**config.mk**
```make
export PLATFORM = sky130hd
export DESIGN_NAME = alu_arbiter
export DESIGN_NICKNAME = d
export VERILOG_FILES = /design/src/rtl/alu_arbiter.sv
export SDC_FILE = /design/constraint.sdc
export NUM_CORES = 1
export LEC_CHECK = 0
export CAP_MARGIN = 0
export CORE_MARGIN = 5
export CORE_UTILIZATION = 33
export DETAILED_ROUTE_END_ITERATION = 12
export PLACE_DENSITY = 0.82
export SLEW_MARGIN = 10
export SYNTH_ARGS = -nofsm -noshare
export SYNTH_HDL_FRONTEND = slang
export SYNTH_SLANG_ARGS = --single-unit
```
**constraint.sdc**
```tcl
create_clock -name clk -period 1.6 [get_ports clk]
set_clock_uncertainty 0.15 [all_clocks]
set_input_delay 0.4 -clock clk [delete_from_list [all_inputs] [get_ports clk]]
set_output_delay 0.4 -clock clk [all_outputs]
set_load 0.05 [all_outputs]
```
**src/rtl/alu_arbiter.sv**
```systemverilog
// Two-requester round-robin front end for a single shared ALU.
// One transaction in flight: IDLE (arbitrate/latch) -> EXEC (capture) -> RESP (hold).
module alu_arbiter #(
  parameter int DW = 32
) (
  input  logic            clk,
  input  logic            rst_n,
  input  logic [1:0]      req_valid,
  output logic [1:0]      req_ready,
  input  logic [2*DW-1:0] req_opA,
  input  logic [2*DW-1:0] req_opB,
  input  logic [5:0]      req_sel,
  output logic [1:0]      rsp_valid,
  input  logic [1:0]      rsp_ready,
  output logic [DW-1:0]   rsp_res,
  output logic [2:0]      rsp_flags,
  output logic            rsp_err,
  output logic [DW-1:0]   alu_opA,
  output logic [DW-1:0]   alu_opB,
  output logic [2:0]      alu_sel,
  input  logic [DW-1:0]   alu_res,
  input  logic [2:0]      alu_flags,
  output logic            busy
);

  typedef enum logic [1:0] {IDLE, EXEC, RESP} state_e;

  state_e        state_q, state_d;
  logic          gnt_q, gnt_d;
  logic          last_q, last_d;
  logic [DW-1:0] opa_q, opa_d, opb_q, opb_d;
  logic [2:0]    sel_q, sel_d;
  logic [DW-1:0] res_q, res_d;
  logic [2:0]    flags_q, flags_d;
  logic          err_q, err_d;
  logic          arb_g;

  always_ff @(posedge clk or negedge rst_n) begin
    if (!rst_n) begin
      state_q <= IDLE;
      gnt_q   <= 1'b0;
      last_q  <= 1'b1;
      opa_q   <= '0;
      opb_q   <= '0;
      sel_q   <= '0;
      res_q   <= '0;
      flags_q <= '0;
      err_q   <= 1'b0;
    end else begin
      state_q <= state_d;
      gnt_q   <= gnt_d;
      last_q  <= last_d;
      opa_q   <= opa_d;
      opb_q   <= opb_d;
      sel_q   <= sel_d;
      res_q   <= res_d;
      flags_q <= flags_d;
      err_q   <= err_d;
    end
  end

  always_comb begin
    state_d   = state_q;
    gnt_d     = gnt_q;
    last_d    = last_q;
    opa_d     = opa_q;
    opb_d     = opb_q;
    sel_d     = sel_q;
    res_d     = res_q;
    flags_d   = flags_q;
    err_d     = err_q;
    req_ready = 2'b00;
    rsp_valid = 2'b00;
    // On a tie the requester not served last wins; a lone requester always wins.
    arb_g     = (req_valid == 2'b11) ? ~last_q : req_valid[1];

    case (state_q)
      IDLE: begin
        if (|req_valid) begin
          req_ready[arb_g] = 1'b1;
          gnt_d   = arb_g;
          opa_d   = arb_g ? req_opA[2*DW-1:DW] : req_opA[DW-1:0];
          opb_d   = arb_g ? req_opB[2*DW-1:DW] : req_opB[DW-1:0];
          sel_d   = arb_g ? req_sel[5:3] : req_sel[2:0];
          state_d = EXEC;
        end
      end
      EXEC: begin
        // Selects 101..111 have no ALU meaning; answer with an error instead.
        if (sel_q > 3'd4) begin
          res_d   = '0;
          flags_d = 3'b000;
          err_d   = 1'b1;
        end else begin
          res_d   = alu_res;
          flags_d = alu_flags;
          err_d   = 1'b0;
        end
        state_d = RESP;
      end
      RESP: begin
        rsp_valid[gnt_q] = 1'b1;
        if (rsp_ready[gnt_q]) begin
          last_d  = gnt_q;
          state_d = IDLE;
        end
      end
      default: state_d = IDLE;
    endcase
  end

  assign alu_opA   = opa_q;
  assign alu_opB   = opb_q;
  assign alu_sel   = sel_q;
  assign rsp_res   = res_q;
  assign rsp_flags = flags_q;
  assign rsp_err   = err_q;
  assign busy      = (state_q != IDLE);

endmodule
```
==> results of run 1 <==
how the worst max path moves through the flow:
stage                     depth (start not counted)  slack, ps                       to                   start
final                                             3       -330             req_ready[0]      last_q$_DFFE_PN1P_
after floorplan                                   4       -280             req_ready[1]  state_q[0]$_DFFE_PN0P_
after global placement                            5       -550   alu_opB[7]$_DFFE_PN0P_            req_valid[0]
after global routing                              3       -370             req_ready[0]      last_q$_DFFE_PN1P_
after detailed placement                          5       -590  alu_opA[24]$_DFFE_PN0P_            req_valid[0]
after CTS                                         3       -360             req_ready[0]      last_q$_DFFE_PN1P_
registers in the layout, indices dropped and copies added (netlist names):
| signal | cells |
|---|---|
| rsp_err | 1 |
| alu_opB | 32 |
| alu_opA | 32 |
| rsp_flags | 3 |
| state_q | 2 |
| gnt_q | 1 |
| last_q | 1 |
| rsp_res | 32 |
| alu_sel | 3 |
cell usage in the layout (no fill, tap or decap), drive strengths merged, types with 3 or more instances in the layout:
cell type | netlist | final
clkdlybuf4s50 | 0 | 171
buf | 17 | 158
dfrtp | 106 | 106
and3 | 48 | 48
a221o | 47 | 47
nand2 | 42 | 43
a22o | 36 | 36
a21oi | 21 | 21
a31oi | 20 | 20
clkbuf | 20 | 16
nor2 | 4 | 4
bufinv | 0 | 3
inv | 3 | 3
cell type report:
cell class                      count  share of cell area
Sequential cell                   107               0.278
Timing Repair Buffer              338               0.484
Multi-Input combinational cell    231               0.177
Clock inverter                      4              0.0103
Tap cell                          176              0.0229
Inverter                            3             0.00195
Clock buffer                       11              0.0252
per-stage QoR:
stage | power, mW | utilization
after CTS | 22.5 | 0.701
final | 23.4 | 0.728
after floorplan | 11.8 | -
after detailed placement | 19.5 | 0.658
after global routing | 24.2 | 0.728
after global placement | 19.1 | 0.658
logic make-up (layout without fill, tap and decap cells):
family / Yosys count / in the layout / synth area share
AOI/OAI and AO/OA: 130 / 130 / 0.238
buffers and inverters: 40 / 356 / 0.0439
DFF: 107 / 107 / 0.599
muxes: 1 / 1 / 0.00252
and+or+nand+nor: 99 / 100 / 0.116
routing by layer:
| metal | GRT usage | routed length, um | part of all wire | vias to the layer above |
|---|---|---|---|---|
| met2 | 0.422 | 10300 | 0.51 | 292 |
| met3 | 0.0736 | 1850 | 0.091 | 40 |
| met1 | 0.278 | 7740 | 0.38 | 2321 |
| met5 | 0 | 13 | 0.00064 | - |
| li1 | - | - | - | 2069 |
| met4 | 0.0675 | 486 | 0.024 | 2 |
synthesized netlist by cell type, types with 2 or more instances:
| library cell | number | area share |
|---|---|---|
| a21o_1 | 2 | 0.0034 |
| a21oi_1 | 21 | 0.024 |
| a221o_1 | 47 | 0.11 |
| a22o_1 | 36 | 0.071 |
| a31oi_1 | 20 | 0.028 |
| and3_1 | 47 | 0.066 |
| buf_2 | 12 | 0.013 |
| buf_4 | 2 | 0.0034 |
| buf_6 | 3 | 0.0076 |
| clkbuf_1 | 19 | 0.016 |
| dfrtp_1 | 106 | 0.59 |
| inv_1 | 3 | 0.0025 |
| nand2_1 | 42 | 0.035 |
| nand2b_1 | 2 | 0.0028 |
| nor2_1 | 2 | 0.0017 |
power groups by stage:
stage,clock [mW],sequential [mW],combinational [mW]
6_report,2.58,5.53,15.2
5_1_grt,2.74,5.68,15.8
4_1_cts,2.61,5.53,14.3
3_5_place_dp,0,5.54,13.9
3_3_place_gp,0,5.47,13.6
2_1_floorplan,0,8.89,2.95
repair_timing:
action,4_1_cts,5_1_grt
gates cloned,4,9
buffers inserted,7,11
hold endpoints to repair,14,0
setup endpoints to repair,72,74
pin swaps,6,15
resized for setup,14,36
hold buffers,1,0
==> out/qor.yml, run 1 <==
rows: 42
num_vias: 4724
synth-main-ff-cell: "dfrtp_1"
first_iter_violations: 446
hold_ws_ps: 350
setup_tns_ps: -15390
ys_types: 28
dp_cells: 823
async_flop_share: 1.00
path_max_fanout: 2
grt_overflow: 0
p_int_mw: 13.2
drv_slew: 0
design_area_mm2: 0.00964
syn_area_per_cell_um2: 11.9
antennaDiodeCount: 0
detail-route-antenna-nets: 0
max-clock-path-buffers: 2
ioPinCount: 283
violations: "negative setup slack"
hold_path_class: "in -> async"
dpl_worst_slack_ps: -588
syn_inst: 377
crit_path_start_kind: "register"
peakVddDrop_uv: 1200
numCtsBuffers: 9
path_cells: "a21bo_4, and3_4, buf_12"
grt_pass1_vias: 4918
crit_arrival_ps: 1380
cpLargestDelayFamily: "flip-flops"
ys_ff_latch: 107
worstRegToRegCells: 6
rrSetupSlack_ps: -300
hpwl_um: 14000
r2r-start: "last_q$_DFFE_PN1P_"
synth_edf_count: 0
crit_type: "reg -> out"
clk-insertion-delay-late_ps: 340
fp.dieArea_mm2: 0.0160
routed_wirelength_um: 20400
synth_nets: 552
syn_area_mm2: 0.00447
drv_cap: 0
fin_crit_ps: 1930
drc_errors: 0
setup_viol_count_final: 73
wire_per_inst_um: 23.5
power_switching_mw: 10.2
yosys_warnings: 0
cts_htree_levels: 3
slew_headroom: 0.769
path_buf_inv: 1
worst_slack_ps: -328
place_congestion: 0.870
power_leakage_nw: 4.34
grt_max_degree: 56
die_w_um: 126
critical-path-max-stage-delay_ps: 560
grt_pass1_wl_um: 29800
rsz0062_at_grt: "yes"
multi_input_area_mm2: 0.00171
endpoint_kind: "output pin"
cts_num_sinks: 107
power_frac_seq: 0.237
die_height_um: 126
antenna_found_initial: 1
clk_pin_slew_worst_paths_ps: 80
grt_use_total: 0.238
root_buffer: "clkbuf_16"
placed_cell_area_mm2: 0.00871
cpMaxStageDelayCell: "dfstp_2"
reg2reg_to: "alu_opA[15]$_DFFE_PN0P_"
portBuffers: 282
seq_area_frac_synth: 0.599
drive_gt1_frac: 0.297
hold_viol: 0
core_area_mm2: 0.0132
vias_per_cell: 5.43
p_sw_frac: 0.436
cts_tree: "built"
area_growth_pct: 116
start_util: 0.338
instances_no_fill: 870
critPathRequiredTime_ps: 1050
outcome: "finished with violations"
worst_pin_slew_ps: 346
seq_area_mm2: 0.00268
fill_cells: 887
p_comb_frac: 0.653
max_freq_ghz: 0.519
powerDensity_mw_per_mm2: 2420
fin_crit_sh: 1.20
p_clk_frac: 0.110
final_nets: 865
first_pass_iters: 5
Power figures use the tool's default switching activity.
==> run 2: changes to the inputs <==
--- a/config.mk
+++ b/config.mk
@@ -9,6 +9,7 @@
 export CORE_MARGIN = 5
 export CORE_UTILIZATION = 33
 export DETAILED_ROUTE_END_ITERATION = 12
+export HOLD_SLACK_MARGIN = 0.1
 export PLACE_DENSITY = 0.82
 export SLEW_MARGIN = 10
 export SYNTH_ARGS = -nofsm -noshare
==> results of run 2 <==
Same layout as run 1: the final DEF is identical, and so are final timing and power.
==> run 3: changes to the inputs <==
--- a/config.mk
+++ b/config.mk
@@ -6,11 +6,14 @@
 export NUM_CORES = 1
 export LEC_CHECK = 0
 export CAP_MARGIN = 0
+export CELL_PAD_IN_SITES_DETAIL_PLACEMENT = 1
+export CELL_PAD_IN_SITES_GLOBAL_PLACEMENT = 1
 export CORE_MARGIN = 5
-export CORE_UTILIZATION = 33
+export CORE_UTILIZATION = 24
 export DETAILED_ROUTE_END_ITERATION = 12
 export HOLD_SLACK_MARGIN = 0.1
-export PLACE_DENSITY = 0.82
+export MAX_ROUTING_LAYER = met4
+export PLACE_DENSITY = 0.81
 export SLEW_MARGIN = 10
 export SYNTH_ARGS = -nofsm -noshare
 export SYNTH_HDL_FRONTEND = slang
==> out/qor.yml, run 3 (same netlist as run 1, synthesis figures left out) <==
grt_use_total: 0.197
p_int_mw: 12.8
slew_headroom: 0.786
dpl_worst_slack_ps: -596
clk_pin_slew_worst_paths_ps: 70
first_iter_violations: 197
numCtsBuffers: 9
crit_type: "reg -> out"
path_max_fanout: 3
critPathRequiredTime_ps: 1050
met3_length_um: 1410
met2_length_um: 11400
num_vias: 4641
layout_commonest_cell: "clkdlybuf4s50_1"
first_pass_iters: 4
wl_met1_um: 8480
drive_gt1_frac: 0.317
grt_pass1_vias: 5249
place_congestion: 0.899
grt_max_degree: 57
rows: 50
endpoint_kind: "output pin"
crit_arrival_ps: 1430
peakVddDrop_uv: 1160
hold_path_class: "reg -> reg"
grt_overflow: 0
power_switching_mw: 10.1
power_leakage_nw: 4.28
wire_per_inst_um: 23.4
p_clk_frac: 0.105
seq_area_mm2: 0.00268
worst_slack_ps: -377
power_frac_seq: 0.241
setup_viol_count_final: 72
cts_tree: "built"
antenna_found_initial: 1
p_sw_frac: 0.441
final_nets: 862
clk-insertion-delay-late_ps: 350
crit_path_start_kind: "register"
routed_wirelength_um: 21700
die_w_um: 146
vias_per_cell: 5.02
max-clock-path-buffers: 2
ioPinCount: 283
area_growth_pct: 117
setup_tns_ps: -16900
cts_htree_levels: 3
worst_pin_slew_ps: 321
p_comb_frac: 0.654
fin_crit_sh: 1.24
portBuffers: 282
drc_errors: 0
hpwl_um: 15700
start_util: 0.241
drv_cap: 0
cts_num_sinks: 107
mostFrequentLayoutCells: "171 x clkdlybuf4s50_1, 121 x buf_12, 105 x dfrtp_1"
multi_input_area_mm2: 0.00177
root_buffer: "clkbuf_16"
fin_crit_ps: 1980
detail-route-antenna-nets: 0
rsz0062_at_grt: "yes"
top_layer: "met4"
max_freq_ghz: 0.506
dp_cells: 884
total_power_mw: 22.9
drv_slew: 0
powerDensity_mw_per_mm2: 2360
antennaDiodeCount: 0
violations: "negative setup slack"
instances_no_fill: 925
outcome: "finished with violations"
die_height_um: 146
fill_cells: 1832
grt_pass1_wl_um: 31800
core_area_mm2: 0.0185
fp.dieArea_mm2: 0.0215
hold_viol: 0
==> run 3: final cells by class <==
| type | count | area share |
|---|---|---|
| Timing Repair Buffer | 336 | 0.478 |
| Sequential cell | 107 | 0.276 |
| Multi-Input combinational cell | 230 | 0.182 |
| Tap cell | 234 | 0.0301 |
| Clock buffer | 11 | 0.0250 |
| Clock inverter | 4 | 0.00773 |
| Inverter | 3 | 0.00116 |
==> run 3: power groups by stage <==
stage	Sequential [mW]	Combinational (mW)	Clock [mW]
after floorplan	8.89	2.95	0
after global placement	5.47	13.8	0
after detailed placement	5.57	14.2	0
after CTS	5.53	14.6	2.51
after global routing	5.67	15.5	2.61
final	5.52	15.0	2.42
==> run 3: timing repair <==
item	in CTS	in global routing
buffers inserted	9	11
hold buffers	1	0
endpoints found under the hold margin	106	0
resized for setup	12	54
setup endpoints to repair	63	109
pin swaps	9	17
gates cloned	5	2
==> run 3: worst paths after layout <==
kind	cells past startpoint	start	slack [ps]	endpoint
worst max-delay path	3	last_q$_DFFE_PN1P_	-380	req_ready[0]
worst min-delay path	2	rsp_err$_DFFE_PN0N_	420	rsp_err$_DFFE_PN0N_
worst max register to register	7	last_q$_DFFE_PN1P_	-320	alu_opA[25]$_DFFE_PN0P_
worst min register to register	2	rsp_err$_DFFE_PN0N_	420	rsp_err$_DFFE_PN0N_
max in group asynchronous	3	rst_n	560	last_q$_DFFE_PN1P_
min in group asynchronous	3	rst_n	430	alu_opB[12]$_DFFE_PN0P_
==> run 3: through the flow <==
stage	hold slack [ps]	area (um^2)	util
after floorplan	-45.6	4510	-
after global placement	265	8820	0.476
after detailed placement	278	8820	0.476
after CTS	418	9400	0.507
after global routing	436	9720	0.525
final	416	9720	0.525
==> run 3: worst max-delay path, cell delays in order, from the launching register on <==
cell and delay [ps]:
dfstp_2 570, a21bo_4 150, and3_4 220, buf_12 140
==> run 3: metal layers <==
| layer | up-vias | GRT usage |
|---|---|---|
| met3 | 29 | 0.0605 |
| li1 | 2060 | - |
| met2 | 202 | 0.344 |
| met1 | 2350 | 0.218 |
| met5 | - | - |
| met4 | 0 | 0.0541 |
==> patch, RTL diff (settings of run 3) <==
Make the reset (`rst_n`) synchronous in one clocked block.
--- a/src/rtl/alu_arbiter.sv
+++ b/src/rtl/alu_arbiter.sv
@@ -35,7 +35,7 @@
   logic          err_q, err_d;
   logic          arb_g;
 
-  always_ff @(posedge clk or negedge rst_n) begin
+  always_ff @(posedge clk) begin
     if (!rst_n) begin
       state_q <= IDLE;
       gnt_q   <= 1'b0;
Behaviour: differs if rst_n is asserted again (counterexample within 4 cycles, from zero or initial values and one cycle with rst_n low); with rst_n held inactive, the same outputs for 4 cycles.
==> patch against run 3 <==
- the run still ends with setup timing left
- critical path depth is the same
- sequential cell count unchanged
- wire length increased by 20%
- setup slack improved by 0.15 ns
- first-iteration DRC count increased by 45%
- global-route usage rose by 1.6 points
- die area rose by 1.6%
- cell area up 3.8%
- synthesized area rose by 1.7%
- highest routed layer unchanged
Power is not compared: it rests on default switching activity, and its combinational part moved more than twofold at a synthesized area within 25%.
==> patch: results (changes against run 3) <==
[run_status]
outcome = finished with violations
violations = setup timing

[global_route]
antenna_found_initial = 2  ; +1
grt_max_degree = 42  ; -26%
grtUsageMet3_pct = 3.99  ; -2.1 points
grt_util_met2_pct = 37.2  ; +2.8 points

[setup_path]
reg2reg_from = state_q[0]
crit_family = simple AND/OR/NAND/NOR gates
path_max_fanout = 4  ; +1

[yosys]
ys_types = 26  ; -7.1%
ys_seq_area_share_pct = 47.1  ; -13 points
async_flop_share_pct = 0  ; -100 points
synth_mux_area_share_pct = 0.220  ; -0.032 points

[drt]
dr_wl_met2_um = 13500  ; +19%
drtIter0Drc = 285  ; +45%
vias_per_cell = 5.34  ; +6.5%
drt-met1-wl_um = 10300  ; +22%

[finish]
n_all_buffers = 348  ; +3.6%
clk_share_pct = 3.06  ; -0.21 points
multi_input_area_share_pct = 23.5  ; +5.3 points
final-nonclk-buf-share_pct = 49.0  ; +1.2 points
seqCellArea_um2 = 2150  ; -20%
fill_cells = 2004  ; +9.4%
nets = 1042  ; +21%

[timing]
slew_headroom_pct = 75.9  ; -2.6 points
worst_slack_ns = -0.223  ; +0.154 ns
setup_viol = 59  ; -18%

[placement]
place.gp.congestion = 0.815  ; -9.4%

[hold_path]
holdCritPathClass = in2reg

## patch: changes by cell type after synthesis, moves of 5 or more
| cell | delta |
|---|---|
| a221o_1 | -47 |
| nand2_1 | -6 |
| nand3_1 | +169 |
| dfxtp_1 | +107 |
| a31oi_1 | +47 |
| buf_1 | +5 |
| dfrtp_1 | -106 |
| buf_2 | +16 |
| and3_1 | -46 |
| a22o_1 | -36 |
| buf_4 | +7 |
| o21ai_1 | +69 |
| a21oi_1 | +19 |
## patch: path summary, 6_finish.rpt
path	endpoint	slack (ns)	cells after the start
setup / recovery	req_ready[0]	-0.22	3
setup reg to reg	alu_opB[15]	-0.17	7
hold reg to reg	rsp_flags[2]	0.34	2
hold / removal	gnt_q	0.32	4
## patch: kinds of logic (layout without fill, tap and decap cells)
logic type | Yosys count | after routing
and+or+nand+nor | 218 | 218
AOI/OAI and AO/OA | 179 | 179
DFF | 107 | 107
buffers and inverters | 68 | 367
muxes | 1 | 1
other | 0 | 2
